===== src/rtl/clk_div_n.sv =====
// Programmable 50%-duty integer clock divider (N = 2..2^W-1, odd or even).
// Define CLK_DIV_N_ERR_EN to add the div_err flag for rejected divisor loads.
module clk_div_n #(
  parameter int W         = 8,
  parameter int DIV_RESET = 5
) (
  input  logic         clk_in,
  input  logic         rst_in,
  input  logic         en,
  input  logic [W-1:0] div_in,
  input  logic         div_load,
  output logic         clk_out,
  output logic [W-1:0] div_act,
  output logic         div_pend,
`ifdef CLK_DIV_N_ERR_EN
  output logic         div_err,
`endif
  output logic         period_tick
);

  localparam logic [W-1:0] DIV_RST = W'(DIV_RESET);

  logic [W-1:0] r_cnt;
  logic [W-1:0] r_pend_val;
  logic         r_hi;
  logic         r_nf;

  logic [W-1:0] w_last;
  logic [W-1:0] w_mid;
  logic         w_load_ok;
  logic         w_bnd;
  logic         w_halt;
  logic         w_apply;

  // w_mid is the last count of the high phase: N/2 for even N, (N+1)/2 for odd N.
  assign w_last    = div_act - W'(1);
  assign w_mid     = (div_act >> 1) + W'(div_act[0]);
  assign w_load_ok = div_load && (div_in > W'(1));
  assign w_bnd     = (r_cnt == w_last);
  assign w_halt    = (r_cnt == '0) && !en;
  assign w_apply   = w_bnd || w_halt;

  assign period_tick = !rst_in && en && (r_cnt == '0);

  // The negedge flag only masks the final half cycle of an odd high phase, so
  // every transition of clk_out comes from exactly one flop changing.
  assign clk_out = r_hi & ~r_nf;

  // Rising-edge stage: counter, high-phase level, divisor bookkeeping
  always_ff @(posedge clk_in) begin
    if (rst_in) begin
      r_cnt    <= '0;
      r_hi     <= 1'b0;
      div_act  <= DIV_RST;
      div_pend <= 1'b0;
    end else begin
      if (r_cnt == '0)
        r_cnt <= en ? W'(1) : '0;
      else if (w_bnd)
        r_cnt <= '0;
      else
        r_cnt <= r_cnt + W'(1);

      if (r_cnt == '0)
        r_hi <= en;
      else if (r_cnt == w_mid)
        r_hi <= 1'b0;

      if (w_apply) begin
        if (w_load_ok)
          div_act <= div_in;
        else if (div_pend)
          div_act <= r_pend_val;
        div_pend <= 1'b0;
      end else if (w_load_ok) begin
        div_pend <= 1'b1;
      end
    end
  end

  always_ff @(posedge clk_in) begin
    if (w_load_ok)
      r_pend_val <= div_in;
  end

  // Falling-edge stage: half-cycle fall for odd divisors
  always_ff @(negedge clk_in) begin
    if (rst_in)
      r_nf <= 1'b0;
    else
      r_nf <= div_act[0] && (r_cnt == w_mid);
  end

`ifdef CLK_DIV_N_ERR_EN
  always_ff @(posedge clk_in) begin
    if (rst_in)
      div_err <= 1'b0;
    else if (div_load)
      div_err <= !w_load_ok;
  end
`endif

endmodule


===== config.mk =====
export PLATFORM = sky130hd
export DESIGN_NAME = clk_div_n
export DESIGN_NICKNAME = d
export VERILOG_FILES = /design/src/rtl/clk_div_n.sv
export SDC_FILE = /design/constraint.sdc
export NUM_CORES = 1
export LEC_CHECK = 0
export ABC_AREA = 1
export BUFFER_PORTS_ARGS = -buffer_cell sky130_fd_sc_hd__buf_2
export CAP_MARGIN = 40
export CORE_ASPECT_RATIO = 0.5
export CORE_UTILIZATION = 57
export CTS_CLUSTER_SIZE = 12
export DETAILED_ROUTE_END_ITERATION = 8
export HOLD_SLACK_MARGIN = 0.1
export PLACE_DENSITY_LB_ADDON = 0.2
export SLEW_MARGIN = 20
export SYNTH_ARGS = -nofsm -noshare
export SYNTH_HDL_FRONTEND = slang
export SYNTH_SLANG_ARGS = --single-unit

===== constraint.sdc =====
create_clock -name clk_in -period 2.7 [get_ports clk_in]
set_clock_uncertainty 0.1 [all_clocks]
set_input_delay 0.135 -clock clk_in [delete_from_list [all_inputs] [get_ports clk_in]]
set_output_delay 0.135 -clock clk_in [all_outputs]
set_load 0.01 [all_outputs]

After elaboration in Yosys (flattened, before gate mapping):

Index checks and enable logic that the tools add are counted.

* bitwise logic cells: 2
* order comparisons: 1
* muxes and demuxes: 7
* equality and inequality tests: 2
* add/subtract/negate cells: 3
* reductions and logical operators: 13

Operators with widths (number)
* $mux W8: 4
* $eq A8 B8 Y1: 2
* $add A7 B1 Y8: 1
* $add A8 B1 Y8 const B: 1
* $gt A8 B1 Y1 const B: 1
* $logic_not A8 Y1: 1
* $sub A8 B1 Y8 const B: 1
* $logic_and A1 B1 Y1: 5
* $reduce_bool A2 Y1: 2
* $mux W1: 3
* $logic_not A1 Y1: 2
* $reduce_and A2 Y1: 1
* $reduce_or A2 Y1: 1
* $and A1 B1 Y1: 1
* $logic_or A1 B1 Y1: 1
* $not A1 Y1: 1

* word-level logic and storage cells: 34
* flip-flop bits (word level): 27
* output and inout port bits: 11
* input port bits: 12

Logic depth before layout (Yosys ltp):

* word-level depth: 4
* depth in mapped cells: 15
* mapped depth without buffers: 14

==> metrics <==
Hold WC Path Type=in -> reg; Pwr per Cell Area=590.4 mW/mm2; hold path startpoint=div_load; failing checks=setup timing; initial antenna violation count=0; xor/xnor share of the synthesized area=around a tenth; Hold Violations, Final=0; PortBufs=22; DR DRC count=0; CTS tree=yes; CTS Sinks=27; Final setup viols=1; CTS Root Cell=clkbuf_8; mux share of post-synthesis cell area=0%; Routability Congestion=0.9090; register area share after synthesis=34.21%; vias in the first global route=between 1,500 and 2,000; Synth Area in Compound Gates=under 10%; layout cell share with drive strength beyond 1=28.33%; Diodes inserted=0; P_leak=about 1.1 nW; # IOs=23; Worst Hold Depth=5; global-route wire length before repair=7.079 mm; crit end category=flop; syn avg cell area=roughly 7.3 um2; largest family of logic cells by synthesized area=simple AND/OR/NAND/NOR gates; gr usage total=between 20 and 30%; cell taking the most area after synthesis=dfxtp_1; vias per cell=5.003; # nets final=318; Mapped Area=0.001814 mm2; fin worst setup slack=-171.6 ps; crit start category=flop; worst reg2reg path startpoint=div_act[0]; Syn. warnings=0; largest net degree at the start of global routing=18; Final Slew Violations=0; CP peak stage delay=~370 ps; Max Cap Viol=0; most frequent cell after synthesis=nand2_1; drt wl/cell=12.12 um; final wirelength=4.120 mm; Seq pwr share=between 30 and 40%; setup TNS=-171.6 ps; remaining global-route overflow=0; worst reg-to-reg setup slack=-170 ps; Comb pwr share=around 43%; Slew @ Worst Pin=between 600 and 700 ps; Worst R2R End=r_nf; ys flop type=dfxtp_1; H-tree depth=1; Hold Worst Slack=approximately 190 ps; worst vdd ir=roughly 0.36 mV; EDFF count, synth=8; Slowest cell on crit path=dfxtp_4; Async S/R FF share, synth=0%; Worst Hold Endpoint=div_act[2]; cts bufs inserted=3; slew margin rel.=between 50% and 60%; CP Data Required Time=approximately 1500 ps; status=finished with violations; share of the synthesized area in the top cell type=between 20% and 30%; Post-DRT Antenna Nets=0; Post-Synth Adder-Cell Area=under 10%; number of buffers and inverters on the critical path=0; Die Y=41.90 um; crit path kind=reg -> reg; Finished Core Util=about three quarters; Area growth, synth to finish=26.07%; initial DRC count=roughly 130; Synth area leaders=dfxtp_1, edfxtp_1, nand2_1; FP Rows=14; fill cell count=about 230; Placement Cell Area=0.002100 mm2; RSZ-0062 raised after global routing=true; Net Switching=slightly above 0.5 mW; DR pass1 iterations=4; clock share of power=a little under a fifth; via count=around 1,700; critical-path cell list=ha_4 -> ha_4 -> nand3_1 -> nand2_1 -> nand2_1 -> xor2_1 -> nor2_1 -> nand3_1 -> nor2_1; unique cell type count in the Yosys netlist=28; CTS max path bufs=2; core region area=between 0.003 and 0.004 mm2; Worst-path clk slew=around 100 ps; CP delay by family, top=simple AND/OR/NAND/NOR gates; Tot Pwr=~1.4 mW; Skew-Pair Late Insertion Delay=around 280 ps; placed insts=324; Layout Cells excl Fill=340; Die W=~82 um; total internal power=~0.84 mW; Post-Syn Nets=approximately 270; Yosys reg bits=27; DP HPWL=2.972 mm; Worst R2R Path Depth=9; Initial Utilization=around three fifths; Post-Synth Simple-Gate Area=around 34%; Sw Ratio=around 38%; critical path data arrival time=between 1500 and 2000 ps; post-route cell area=~0.0023 mm2; Synth Instances=248; CP max FO=3; DP Worst Slack=-191.5 ps; synth cell count leaders=nand2_1, nor2_1, inv_1, nand3_1, dfxtp_1; Die ar.=about 0.0034 mm2
## cell usage in the layout (no fill, tap or decap), drive strengths merged, types with 2 or more instances in the layout
cell	synthesis	routed
a21boi	2	2
a21oi	6	6
buf	9	47
clkbuf	1	3
dfxtp	19	19
dlygate4sd3	0	11
edfxtp	8	8
ha	5	5
inv	34	34
nand2	65	65
nand3	26	26
nand4	3	3
nor2	36	36
nor3	4	4
o21ai	6	6
xnor2	7	7
xor2	14	14
## worst max-delay path by stage
stage | endpoint | depth (start not counted) | from
global placement | r_nf | 10 | div_act[0]
global route | r_nf | 7 | div_act[0]
floorplan | r_nf | 10 | div_act[0]
CTS | r_nf | 10 | div_act[0]
finish | r_nf | 9 | div_act[0]
detailed placement | r_nf | 10 | div_act[1]
## flip-flops by register name, summed over array words and instances (netlist names)
name        cells
r_cnt           8
div_pend        1
r_pend_val      8
div_act         8
r_nf            1
r_hi            1
## area by class of cell
cell class | count | area, um2 | share of cell area (%)
Inverter | 33 | 123.9 | 5.416
Clock inverter | 2 | 12.51 | 0.5470
Tap cell | 40 | 50.05 | 2.188
Clock buffer | 3 | 41.29 | 1.805
Sequential cell | 27 | 629.4 | 27.52
Multi-Input combinational cell | 177 | 1022 | 44.69
Timing Repair Buffer | 58 | 407.9 | 17.83
## cells by family after synthesis
logic type,after synthesis
fa+ha+maj,5
xor+xnor,21
flops,27
simple gates,137
buf+inv,44
compound gates,14
## power groups by stage
stage,Sequential [mW],Clock [mW],Combinational (mW)
2_1_floorplan,0.524,0.00464,0.395
6_report,0.513,0.252,0.585
4_1_cts,0.511,0.256,0.570
3_5_place_dp,0.518,0.00464,0.546
3_3_place_gp,0.516,0.00464,0.534
5_1_grt,0.518,0.275,0.649
## what timing repair did
| item | in CTS | in global routing |
|---|---|---|
| hold buffers | 11 | 0 |
| endpoints found under the setup margin | 1 | 1 |
| setup buffers | 0 | 1 |
| hold endpoints to repair | 10 | 0 |
| pin swaps | 3 | 3 |
| resized for setup | 3 | 1 |
| cloned | 0 | 0 |
## layer usage
layer  share of wire (%)  up-vias  global-route usage (%)
met2                  49       44                   47.11
met1                  44      784                   36.19
li1                    -      871                       -
met5                   0        -                       0
met4                0.19        0                   2.807
met3                 6.9        2                   6.374
## worst register-to-register path: stages (launching register included)
cell and delay (ps):
dfxtp_4 370, ha_4 160, ha_4 140, nand3_1 90, nand2_1 70, nand2_1 70
xor2_1 160, nor2_1 150, nand3_1 110, nor2_1 90
No activity file was read; power rests on OpenSTA's default activity.
